<file path="config.mk">
export PLATFORM = sky130hd
export DESIGN_NAME = block_cnt_stats
export DESIGN_NICKNAME = d
export VERILOG_FILES = /design/src/rtl/blk_stats_pkg.sv /design/src/rtl/blk_stats_accum.sv /design/src/rtl/block_cnt_stats.sv
export SDC_FILE = /design/constraint.sdc
export NUM_CORES = 1
export LEC_CHECK = 0
export ABC_AREA = 1
export CORE_ASPECT_RATIO = 1.5
export CORE_MARGIN = 2
export CORE_UTILIZATION = 60
export DETAILED_ROUTE_END_ITERATION = 8
export GPL_ROUTABILITY_DRIVEN = 0
export PLACE_DENSITY = 0.84
export SYNTH_ARGS = -nofsm -noshare
export SYNTH_HDL_FRONTEND = slang
export SYNTH_SLANG_ARGS = --single-unit
</file>
<file path="constraint.sdc">
create_clock -name clk -period 3.1 [get_ports clk]
set_input_delay 0.31 -clock clk [delete_from_list [all_inputs] [get_ports clk]]
set_output_delay 0.31 -clock clk [all_outputs]
set_load 0.05 [all_outputs]
</file>
<file path="src/rtl/blk_stats_pkg.sv">
// ----------------------------------------------------------------------------
// blk_stats_pkg : shared types and helpers for the block-count statistics slice
// Rev 1.0
// ----------------------------------------------------------------------------
`default_nettype none

package blk_stats_pkg;

  localparam int CNT_W  = 4;
  localparam int NZ_W   = 8;
  localparam int WCNT_W = 8;

  typedef enum logic [0:0] {
    IDLE  = 1'b0,
    ACCUM = 1'b1
  } state_e;

  // Window result fields; the sum is carried alongside at the instance's SUM_W.
  typedef struct packed {
    logic [CNT_W-1:0] max;
    logic [NZ_W-1:0]  nz;
`ifdef BLK_STATS_MIN_EN
    logic [CNT_W-1:0] min;
`endif
  } blk_stats_t;

  function automatic logic [31:0] sat_add(input logic [31:0] a,
                                          input logic [31:0] b,
                                          input int unsigned w);
    logic [32:0] s;
    logic [32:0] lim;
    s   = {1'b0, a} + {1'b0, b};
    lim = (33'd1 << w) - 33'd1;
    return (s > lim) ? lim[31:0] : s[31:0];
  endfunction

endpackage

`default_nettype wire

</file>
<file path="src/rtl/blk_stats_accum.sv">
// ----------------------------------------------------------------------------
// blk_stats_accum : window accumulators (sum/max/nz/min) and word counter
// Rev 1.0  (min tracking present when BLK_STATS_MIN_EN is defined)
// ----------------------------------------------------------------------------
`default_nettype none

module blk_stats_accum
  import blk_stats_pkg::*;
#(
  parameter int WIN_LEN = 16,
  parameter int SUM_W   = 8
) (
  input  logic             clk,
  input  logic             rst_n,
  input  logic [CNT_W-1:0] cnt_in,
  input  logic             cnt_vld,
  input  logic             clr,
  input  logic             first_i,
  output logic [SUM_W-1:0] sum_o,
  output blk_stats_t       fld_o,
  output logic             close_o
);

  logic [SUM_W-1:0]  sum_q, sum_d;
  blk_stats_t        fld_q, fld_d;
  logic [WCNT_W-1:0] wcnt_q, wcnt_d;
  logic              w_nz;
  logic              w_take;

  assign w_nz    = (cnt_in != '0);
  assign w_take  = cnt_vld && !clr;
  assign close_o = w_take && (wcnt_q == WCNT_W'(WIN_LEN - 1));

  // Window value including the current word; the first word ignores residue.
  always_comb begin
    fld_o = fld_q;
    if (first_i) begin
      sum_o     = SUM_W'(sat_add(32'd0, 32'(cnt_in), SUM_W));
      fld_o.max = cnt_in;
      fld_o.nz  = NZ_W'(w_nz);
`ifdef BLK_STATS_MIN_EN
      fld_o.min = cnt_in;
`endif
    end else begin
      sum_o     = SUM_W'(sat_add(32'(sum_q), 32'(cnt_in), SUM_W));
      fld_o.max = (cnt_in > fld_q.max) ? cnt_in : fld_q.max;
      fld_o.nz  = fld_q.nz + NZ_W'(w_nz);
`ifdef BLK_STATS_MIN_EN
      fld_o.min = (cnt_in < fld_q.min) ? cnt_in : fld_q.min;
`endif
    end
  end

  always_comb begin
    sum_d  = sum_q;
    fld_d  = fld_q;
    wcnt_d = wcnt_q;
    if (clr || close_o) begin
      sum_d  = '0;
      fld_d  = '0;
      wcnt_d = '0;
    end else if (cnt_vld) begin
      sum_d  = sum_o;
      fld_d  = fld_o;
      wcnt_d = wcnt_q + WCNT_W'(1);
    end
  end

  always_ff @(posedge clk or negedge rst_n) begin
    if (!rst_n) begin
      sum_q  <= '0;
      fld_q  <= '0;
      wcnt_q <= '0;
    end else begin
      sum_q  <= sum_d;
      fld_q  <= fld_d;
      wcnt_q <= wcnt_d;
    end
  end

endmodule

`default_nettype wire

</file>
<file path="src/rtl/block_cnt_stats.sv">
// ----------------------------------------------------------------------------
// block_cnt_stats : windowed block-count statistics with valid/ready output
// Rev 1.0  (BLK_STATS_MIN_EN adds the stat_min output)
// ----------------------------------------------------------------------------
`default_nettype none

module block_cnt_stats
  import blk_stats_pkg::*;
#(
  parameter int WIN_LEN = 16,
  parameter int SUM_W   = 8
) (
  input  logic             clk,
  input  logic             rst_n,
  input  logic [CNT_W-1:0] cnt_in,
  input  logic             cnt_vld,
  input  logic             clr,
  output logic [SUM_W-1:0] stat_sum,
  output logic [CNT_W-1:0] stat_max,
  output logic [NZ_W-1:0]  stat_nz,
  output logic             stat_vld,
  input  logic             stat_rdy,
  output logic             overrun
`ifdef BLK_STATS_MIN_EN
  ,
  output logic [CNT_W-1:0] stat_min
`endif
);

  state_e           state_q, state_d;
  logic [SUM_W-1:0] acc_sum;
  blk_stats_t       acc_fld;
  logic             close;

  logic [SUM_W-1:0] sum_q, sum_d;
  blk_stats_t       fld_q, fld_d;
  logic             vld_q, vld_d;
  logic             ovr_q, ovr_d;

  blk_stats_accum #(
    .WIN_LEN (WIN_LEN),
    .SUM_W   (SUM_W)
  ) u_accum (
    .clk     (clk),
    .rst_n   (rst_n),
    .cnt_in  (cnt_in),
    .cnt_vld (cnt_vld),
    .clr     (clr),
    .first_i (state_q == IDLE),
    .sum_o   (acc_sum),
    .fld_o   (acc_fld),
    .close_o (close)
  );

  always_comb begin
    state_d = state_q;
    case (state_q)
      IDLE:    if (cnt_vld && !clr) state_d = ACCUM;
      ACCUM:   if (clr || close)    state_d = IDLE;
      default: state_d = IDLE;
    endcase
  end

  // A close that meets a stalled result is dropped and flagged; a close that
  // meets an accepted result replaces it without a valid gap.
  always_comb begin
    sum_d = sum_q;
    fld_d = fld_q;
    vld_d = vld_q;
    ovr_d = ovr_q;
    if (clr) begin
      sum_d = '0;
      fld_d = '0;
      vld_d = 1'b0;
      ovr_d = 1'b0;
    end else begin
      if (vld_q && stat_rdy) vld_d = 1'b0;
      if (close) begin
        if (vld_q && !stat_rdy) begin
          ovr_d = 1'b1;
        end else begin
          sum_d = acc_sum;
          fld_d = acc_fld;
          vld_d = 1'b1;
        end
      end
    end
  end

  always_ff @(posedge clk or negedge rst_n) begin
    if (!rst_n) begin
      state_q <= IDLE;
      sum_q   <= '0;
      fld_q   <= '0;
      vld_q   <= 1'b0;
      ovr_q   <= 1'b0;
    end else begin
      state_q <= state_d;
      sum_q   <= sum_d;
      fld_q   <= fld_d;
      vld_q   <= vld_d;
      ovr_q   <= ovr_d;
    end
  end

  assign stat_sum = sum_q;
  assign stat_max = fld_q.max;
  assign stat_nz  = fld_q.nz;
  assign stat_vld = vld_q;
  assign overrun  = ovr_q;
`ifdef BLK_STATS_MIN_EN
  assign stat_min = fld_q.min;
`endif

endmodule

`default_nettype wire

</file>
### Yosys cells after proc, flatten, opt, wreduce, memory -nomap -nowiden

Cells that the tools add are included.

| word-level totals | value |
|---|---|
| output and inout bits | 22 |
| flip-flop bits (word level) | 51 |
| bits of input ports | 9 |
| word-level logic and storage cells | 59 |

| cells by class | value |
|---|---|
| multiplexer cells | 27 |
| eq/ne operators | 2 |
| reduce and logical (&&, ||, !) cells | 13 |
| add/sub/neg operators | 3 |
| bitwise gates (word level) | 1 |
| $lt $le $gt $ge | 3 |

Operators by type and width:

| cell | number |
|---|---|
| $mux W8 | 10 |
| $mux W12 | 6 |
| $add A8 B4 Y9 | 1 |
| $gt A9 B8 Y1 const B | 1 |
| $mux W1 | 9 |
| $add A8 B1 Y8 | 1 |
| $add A8 B1 Y8 const B | 1 |
| $eq A8 B4 Y1 const B | 1 |
| $gt A4 B8 Y1 const B | 1 |
| $reduce_bool A2 Y1 | 3 |
| $gt A4 B4 Y1 | 1 |
| $logic_and A1 B1 Y1 | 4 |
| $mux W4 | 1 |
| $reduce_and A2 Y1 | 2 |
| $reduce_bool A4 Y1 | 1 |
| $logic_not A1 Y1 | 2 |
| $ne A2 B2 Y1 const B | 1 |
| $pmux W1 S2 | 1 |
| $logic_or A1 B1 Y1 | 1 |
| $not A1 Y1 | 1 |

### Logic depth before layout (Yosys ltp)

Gate-level depths: netlist of run 1.

| depth | value |
|---|---|
| depth after elaboration | 7 |
| gate-level depth with buffers | 11 |
| gate-level depth less buffers | 11 |

### Modules after synthesis

A second synthesis of run 1 with hierarchy kept.

| unflattened totals | value |
|---|---|
| cell total of the unflattened synthesis | 384 |
| area, all modules | 2,997.9 um^2 |

By module, submodules not included:

| module | area each (um^2) | times used | cells each | seq. area each (um^2) |
|---|---|---|---|---|
| blk_stats_accum | 2,016.9 | 1 | 280 | 700.7 |
| block_cnt_stats | 980.9 | 1 | 104 | 575.6 |

### Worst setup path before layout of run 1

No wires, ideal clock.

| timing path | value |
|---|---|
| kind | register to register |
| from | register u_accum.sum_q[0] |
| to | register sum_q[5], in the netlist stat_sum[5] |
| data required time | 3.034 ns |
| slack | 1.444 ns |
| setup time | 0.066 ns |
| path buffers | 0 |
| stages on the path, launching flop included | 9 |
| period minus slack after synthesis | 1.656 ns |
| data arrival time | 1.590 ns |
| cells stage by stage | dfrtp_1 > ha_1 > inv_1 > fa_1 > o21ai_2 > nand3_1 > nand3_1 > nand3_1 > nand2_1 |

| on the way | value |
|---|---|
| cells in the longest elaborated chain, start to end | 7 |

Ends and longest elaborated chain:

| what | line | text |
|---|---|---|
| start: declaration | blk_stats_accum.sv:24 | `logic [SUM_W-1:0] sum_q, sum_d;` |
| start signal: assignment | blk_stats_accum.sv:75 | `sum_q <= sum_d;` |
| $add A8 B4 Y9 (*) | blk_stats_pkg.sv:32 | `s = {1'b0, a} + {1'b0, b};` |
| $gt A9 B8 Y1 | blk_stats_pkg.sv:34 | `return (s > lim) ? lim[31:0] : s[31:0];` |
| $mux W8 (*) | blk_stats_pkg.sv:34 |  |
| $mux W8 (*) | blk_stats_accum.sv:37 | `if (first_i) begin` |
| $mux W8 (*) | block_cnt_stats.sv:79 | `if (vld_q && !stat_rdy) begin` |
| $mux W8 (*) | block_cnt_stats.sv:78 | `if (close) begin` |
| $mux W8 (*) | block_cnt_stats.sv:71 | `if (clr) begin` |
| end signal: assignment | block_cnt_stats.sv:99 | `sum_q <= sum_d;` |
| end: declaration | block_cnt_stats.sv:35 | `logic [SUM_W-1:0] sum_q, sum_d;` |

Every way passes the cells marked *; elsewhere a longest branch is shown, timed or not. The select of a mux whose other input is x is not followed.
A chain may end at the register's enable or synchronous reset.

### Worst setup path in the final report of run 1

| timing path | value |
|---|---|
| from | input port cnt_in[0] |
| to | register u_accum.sum_q[1] |

| on the way | value |
|---|---|
| cells in the longest elaborated chain, start to end | 6 |
| elaborated cells on any way between the ends | 8 |
| those cells by class | add/sub: 1; order compare: 2; mux: 5 |

Ends and longest elaborated chain:

| what | line | text |
|---|---|---|
| start: declaration | block_cnt_stats.sv:15 | `input logic [CNT_W-1:0] cnt_in,` |
| $add A8 B4 Y9 | blk_stats_pkg.sv:32 |  |
| $gt A9 B8 Y1 | blk_stats_pkg.sv:34 |  |
| $mux W8 | blk_stats_pkg.sv:34 |  |
| $mux W8 (*) | blk_stats_accum.sv:37 |  |
| $mux W8 (*) | blk_stats_accum.sv:62 | `end else if (cnt_vld) begin` |
| $mux W8 (*) | blk_stats_accum.sv:58 | `if (clr \|\| close_o) begin` |

Marked as above.

==> flow_summary.toml, run 1 <==
[clock_network]
clock-root-buffer = "clkbuf_8"
clock_tree.htree_level_count = 2
ctsLongestPathBuffers = 2
insertion_delay_ps = 310
cts_hold_buffers = 0
number_of_buffers_inserted_by_post_cts_setup_repair = 0
cts_tree = "done"
tritoncts_num_sinks = 51
postCtsResizedCells = 0
worst_setup_hold_path_clk_slew_ps = 90
numCtsBuffers = 5

[yosys]
synth_top_area_cell = "dfrtp_1"
yosys.area_share.adder_pct = 5.74
syn_avg_cell_area_sq_um = 7.87
yosys-top-cells-area = "dfrtp_1 (46%), nand2_1 (16%), nand3_1 (8.8%)"
netlist_instances = 349
seq_area_frac_synth_pct = 46.5
synthDominantCellAreaShare_pct = 46.5
largest_family_of_logic_cells_by_synthesized_area = "simple AND/OR/NAND/NOR gates"
ys_warn_count = 0
yosys.area_share.xor_xnor_pct = 0.638
compound_gate_fraction_of_synth_area_pct = 6.52
post_synthesis_mux_area_share_pct = 0.365
synth_cell_type_count = 30
synth.ff_latch_count = 51
synth.net_count = 370
post_synth_and_or_nand_nor_area_fraction_pct = 32.9
synth.cell_area_sq_um = 2750

[route]
drtPass1Iterations = 5
avgRoutedWirePerCell_um = 14.1
drt-vias-per-instance = 5.73
antenna_violating_nets_post_route = 0
drt-total-wl_mm = 6.01
vias = 2452
drc = 0
dr.first_iter.drc_count = 108

[floorplan]
fp.coreArea_sq_um = 4470
die_height_um = 86.8
placement_rows = 30
design.die.area_sq_um = 5140
die_x_um = 59.2
floorplan.io_pins = 31
start_util_pct = 61.5

[sta]
grt_setup_unrepaired = "false"
setup_tns_final_ps = 0
finalHoldViolCount = 0
layout_worst_path_cycle_share_pct = 65.6
clock-skew-final_ps = 11.8
final_max_slew_viol_count = 0
finalSetupViolCount = 0
worst-slew-pin-transition_ps = 1110
finalWorstPathRequiredPeriod_ps = 2030
max-slew-margin-rel_pct = 26.1
final.hold.worst_slack_ps = 195
max_clock_freq_ghz = 0.492

[setup_path]
cp_slowest_cell = "clkdlybuf4s50_1"
critPathMaxStageDelay_ps = 480
cp-end-kind = "flop"
cells_along_the_critical_path = "clkdlybuf4s50_1 > ha_1 > inv_1 > fa_1 > o21ai_2 > nand3_1 > nand3_1 > nand3_1 > o21ai_1"
startpoint_type_of_the_worst_setup_path = "input port"
cp_data_required_time_ps = 3340
r2r_slack_ps = 1170
critPathMostFrequentCell = "nand3_1"
critPathMaxFanout = 7
worst-endpoint-arrival_ps = 2280
criticalPathCategory = "input port to flop"

[outcome]
status = "completed"

[worst_hold_path]
hold_path.class = "input port to asynchronous set/reset pin"

[pwr]
power.share.switching_pct = 27.4
power_density_nw_per_um2 = 416
p_comb_share_pct = 14.5
power_report.internal_total_uw = 955
power_switching_uw = 360
power_frac_seq_pct = 53.5
max-vdd-ir-drop_mv = 0.316
power_leakage_uw = 0.00157
power_frac_clock_pct = 32.0

[cells_and_area]
drive_gt1_share_pct = 6.05
num_antenna_cells = 0
layout_nets = 400
layout.cells.most_common_list = "nand2_1 (114), dfrtp_1 (51), nand3_1 (48)"
syn2layout_area_growth_pct = 15.1
mostFrequentLayoutCell = "nand2_1"

[grt]
initial_antenna_violation_count = 0
global_route.overflow_total = 0
grt_max_degree = 52
grt_pass1_vias = 2432
gr-usage-all-layers_pct = 26.3
global_route_wire_length_before_repair_mm = 10.3

[placement]
place.port_buffers = 30
dpl.hpwl_mm = 4.32

[job]
max_cap_viol_count = 0
-- power groups by stage --
stage               logic (uW)  clock network, uW  registers (uW)
finish                     190                421             704
global route               215                452             706
CTS                        190                429             703
detailed placement         189                  0             717
global placement           181                  0             716
floorplan                  130                  0             712
-- metal layers --
metal  part of all wire [%]  wire length, um  up-vias  global-route usage, %
met2                     52             3110       99                   45.9
met1                     40             2420     1151                   30.2
li1                       -                -     1182                      -
met5                      0                0        -                      0
met4                    3.0              182        0                   13.8
met3                    5.0              302       20                   3.58
-- per-stage QoR --
step           std cells  instance area [sq um]  utilization (%)  power [uW]  setup slack [ps]
2_1_floorplan        349                   2750                -         842              1440
3_3_place_gp         420                   3060             68.5         896               786
3_5_place_dp         420                   3060             68.5         906               757
4_1_cts              428                   3160             70.7        1320              1080
5_1_grt              428                   3160             70.7        1370               892
6_report             428                   3160             70.7        1310              1070
-- cells by family (layout without fill, tap and decap cells) --
| logic type | Yosys count | in the layout |
|---|---|---|
| compound gates | 33 | 33 |
| xor+xnor | 2 | 2 |
| flops | 51 | 51 |
| mux | 1 | 1 |
| fa+ha+maj | 12 | 12 |
| simple gates | 204 | 204 |
| buf+inv | 46 | 77 |
-- path summary, 6_finish.rpt --
| kind | to | from | depth (start not counted) |
|---|---|---|---|
| max reg2reg | u_accum.sum_q[1] | u_accum.sum_q[0] | 8 |
| max | u_accum.sum_q[1] | cnt_in[0] | 9 |
| max in group asynchronous | overrun | rst_n | 1 |
| min reg2reg | stat_sum[4] | stat_sum[4] | 2 |
| min | stat_max[3] | rst_n | 1 |
| min in group clk | stat_sum[4] | stat_sum[4] | 2 |
-- Yosys cell counts --
| library cell | instances |
|---|---|
| nor2_4 | 3 |
| a22o_1 | 1 |
| nand2_2 | 1 |
| nand3_1 | 48 |
| inv_1 | 32 |
| a21o_1 | 1 |
| o21ai_2 | 1 |
| o21ai_0 | 12 |
| buf_2 | 3 |
| xor2_1 | 2 |
| ha_1 | 11 |
| nand4_1 | 4 |
| nand2_1 | 114 |
| mux2i_1 | 1 |
| fa_1 | 1 |
| nand3_2 | 1 |
| nor3_1 | 7 |
| a21oi_1 | 9 |
| buf_6 | 3 |
| dfrtp_1 | 51 |
| or2_2 | 1 |
| nor2_1 | 19 |
| inv_2 | 2 |
| clkinv_2 | 2 |
| o22ai_1 | 3 |
| nand3b_1 | 4 |
| nand2_4 | 1 |
| nor4_1 | 1 |
| o21ai_1 | 6 |
| clkbuf_1 | 4 |
-- critical path, delay by kind of cell --
family          cells  cell delay, ps
compound gates      2             310
fa+ha+maj           2             590
buf+inv             2             540
simple gates        3             530
-- sequential cells by signal, indices dropped and copies added (netlist names) --
name	flops
overrun	1
state_q	1
u_accum.sum_q	8
stat_sum	8
u_accum.fld_q	12
stat_max	4
u_accum.wcnt_q	8
stat_vld	1
stat_nz	8
-- area by class of cell --
type                       count  area, sq um
sequential                    51         1280
inverter                      36          138
multi-input combinational    252         1270
fill                         378         1310
timing repair buffer          33          318
clock buffer                   8          100
tap                           48         60.1
Power figures use the tool's default switching activity.
==> run 2: changes to the inputs <==
--- a/config.mk
+++ b/config.mk
@@ -8,10 +8,10 @@
 export ABC_AREA = 1
 export CORE_ASPECT_RATIO = 1.5
 export CORE_MARGIN = 2
-export CORE_UTILIZATION = 60
+export CORE_UTILIZATION = 51
 export DETAILED_ROUTE_END_ITERATION = 8
 export GPL_ROUTABILITY_DRIVEN = 0
-export PLACE_DENSITY = 0.84
+export PLACE_DENSITY = 0.76
 export SYNTH_ARGS = -nofsm -noshare
 export SYNTH_HDL_FRONTEND = slang
 export SYNTH_SLANG_ARGS = --single-unit
==> constraint.sdc (replaced) <==
create_clock -name clk -period 1.8 [get_ports clk]
set_input_delay 0.18 -clock clk [delete_from_list [all_inputs] [get_ports clk]]
set_output_delay 0.18 -clock clk [all_outputs]
set_load 0.05 [all_outputs]
==> run 2 against run 1 <==
  * First-iteration DRC count is 7.4% higher
  * Combinational power is 110% higher
  * Non-clock buffer count is 25 higher
  * Hold slack better by 150 ps
  * Highest routed layer unchanged
==> flow_summary.toml, run 2 (synthesis results as in run 1) <==
[pwr]
max-vdd-ir-drop_mv = 0.436
power_switching_uw = 629
power_report.internal_total_uw = 1600
power_leakage_uw = 0.00169
power_density_nw_per_um2 = 651
power.share.switching_pct = 28.2
power_frac_seq_pct = 54.5
power_frac_clock_pct = 28.0
p_comb_share_pct = 17.5

[setup_path]
worst-endpoint-arrival_ps = 1930
r2r_slack_ps = 100
criticalPathCategory = "input port to flop"
cp_top_family = "buffers and inverters"
path_buf_inv = 4
critPathMaxStageDelay_ps = 440
critPathMaxFanout = 4
cp_data_required_time_ps = 2000
worst_r2r_startpoint = "u_accum.sum_q[0]"
crit_start = "cnt_in[3]"
cells_along_the_critical_path = "clkdlybuf4s50_1 > buf_4 > ha_1 > a21oi_1 > o21ai_4 > buf_6 > o21ai_0 > inv_1 > nand3_1 > nand2_1"
cp-end-kind = "flop"
startpoint_type_of_the_worst_setup_path = "input port"
cp_slowest_cell = "clkdlybuf4s50_1"

[clock_network]
cts_tree = "done"
numCtsBuffers = 5
tritoncts_num_sinks = 51
insertion_delay_ps = 300
clock-root-buffer = "clkbuf_8"
worst_setup_hold_path_clk_slew_ps = 90
clock_tree.htree_level_count = 2
ctsLongestPathBuffers = 2

[route]
drt-vias-per-instance = 5.41
vias = 2547
avgRoutedWirePerCell_um = 13.9
drc = 0
length_of_routed_met3_wiring_um = 199
drt-total-wl_mm = 6.54
drtPass1Iterations = 4
met2_wirelength_mm = 3.45
maxUsedRoutingLayer = "met4"
dr.first_iter.drc_count = 116
antenna_violating_nets_post_route = 0
detail_route.wirelength.met1_mm = 2.77

[sta]
layout_worst_path_cycle_share_pct = 96.2
max-slew-margin-rel_pct = 66.0
clock-skew-final_ps = 10.0
final.hold.worst_slack_ps = 346
finalHoldViolCount = 0
worst-slew-pin-transition_ps = 508
finalWorstPathRequiredPeriod_ps = 1730
max_clock_freq_ghz = 0.577
final_max_slew_viol_count = 0
finalSetupViolCount = 0

[grt]
initial_antenna_violation_count = 0
gr-usage-all-layers_pct = 23.7
grt_pass1_vias = 2550
global_route_wire_length_before_repair_mm = 11.2
grt_max_degree = 32
global_route.overflow_total = 0

[cells_and_area]
layout_nets = 425
non_filler_instances = 471
largest_register_ffs = 12
nFillCells = 426
layout.cells.most_common_list = "nand2_1 (114), dfrtp_1 (51), nand3_1 (44)"
syn2layout_area_growth_pct = 24.7
num_antenna_cells = 0
max_flop_register = "u_accum.fld_q"
drive_gt1_share_pct = 13.6
mostFrequentLayoutCell = "nand2_1"

[floorplan]
die_height_um = 93.9
die_x_um = 63.9
placement_rows = 32
start_util_pct = 53.1
floorplan.io_pins = 31
fp.coreArea_sq_um = 5160
design.die.area_sq_um = 6000

[placement]
place_inst = 461
dpl.hpwl_mm = 4.60
place.port_buffers = 30

[outcome]
status = "completed"

[worst_hold_path]
hold_path.class = "input port to flop"
min_from = "cnt_in[1]"

[job]
max_cap_viol_count = 0
## run 2: worst min-delay path, delay by kind of cell
family	cells	cell delay (ps)
AND/OR/NAND/NOR	3	220
buffers and inverters	2	210
## run 2: layout make-up
cell class	instances	area, sq um	area share (%)
inverters	36	138	4.02
clock buffers	6	72.6	2.12
well taps	68	85.1	2.49
repair buffers	58	539	15.8
flip-flops and latches	51	1280	37.3
multi-input cells	252	1310	38.3
## run 2: repair_timing
action                                 CTS  global route
gates resized for setup                  1            14
cloned                                   0             0
hold buffers                             1             0
setup endpoints to repair               14            27
setup buffers                            0             3
endpoints found under the hold margin   20             0
pin swaps                                0             5
## run 2: power by group through the flow
| stage | sequential, uW | combinational, uW | clock (uW) |
|---|---|---|---|
| detailed placement | 1230 | 367 | 0 |
| global placement | 1230 | 356 | 0 |
| finish | 1210 | 390 | 625 |
| CTS | 1210 | 373 | 629 |
| floorplan | 1230 | 224 | 0 |
| global route | 1220 | 441 | 681 |
## run 2: worst paths after layout
path,endpoint,depth (start not counted)
worst min register to register,stat_sum[4],2
worst max register to register,u_accum.sum_q[6],10
max in group asynchronous,stat_nz[2],3
min in group asynchronous,u_accum.fld_q[8],2
worst min-delay path,stat_sum[1],5
worst max-delay path,stat_sum[4],10
## run 2: through the flow
step	instance area, sq um	power, uW	setup TNS (ps)	util [%]	setup slack (ps)
5_1_grt	3420	2340	-30.5	66.3	-15.6
4_1_cts	3350	2210	0	64.9	29.1
3_3_place_gp	3270	1590	-6760	63.3	-327
3_5_place_dp	3270	1600	-7960	63.3	-376
6_report	3420	2230	0	66.3	68.0
2_1_floorplan	2750	1450	0	-	144
## run 2: per-layer routing
metal	vias to the layer above	track usage [%]
li1	1239	-
met1	1244	28.5
met2	52	41.5
met3	12	4.56
met4	0	9.06
met5	-	0
==> run 3: changes to the inputs <==
--- a/config.mk
+++ b/config.mk
@@ -11,6 +11,7 @@
 export CORE_UTILIZATION = 51
 export DETAILED_ROUTE_END_ITERATION = 8
 export GPL_ROUTABILITY_DRIVEN = 0
+export HOLD_SLACK_MARGIN = 0.12
 export PLACE_DENSITY = 0.76
 export SYNTH_ARGS = -nofsm -noshare
 export SYNTH_HDL_FRONTEND = slang
==> results of run 3 <==
Final layout, timing and power as in run 2 (identical DEF).
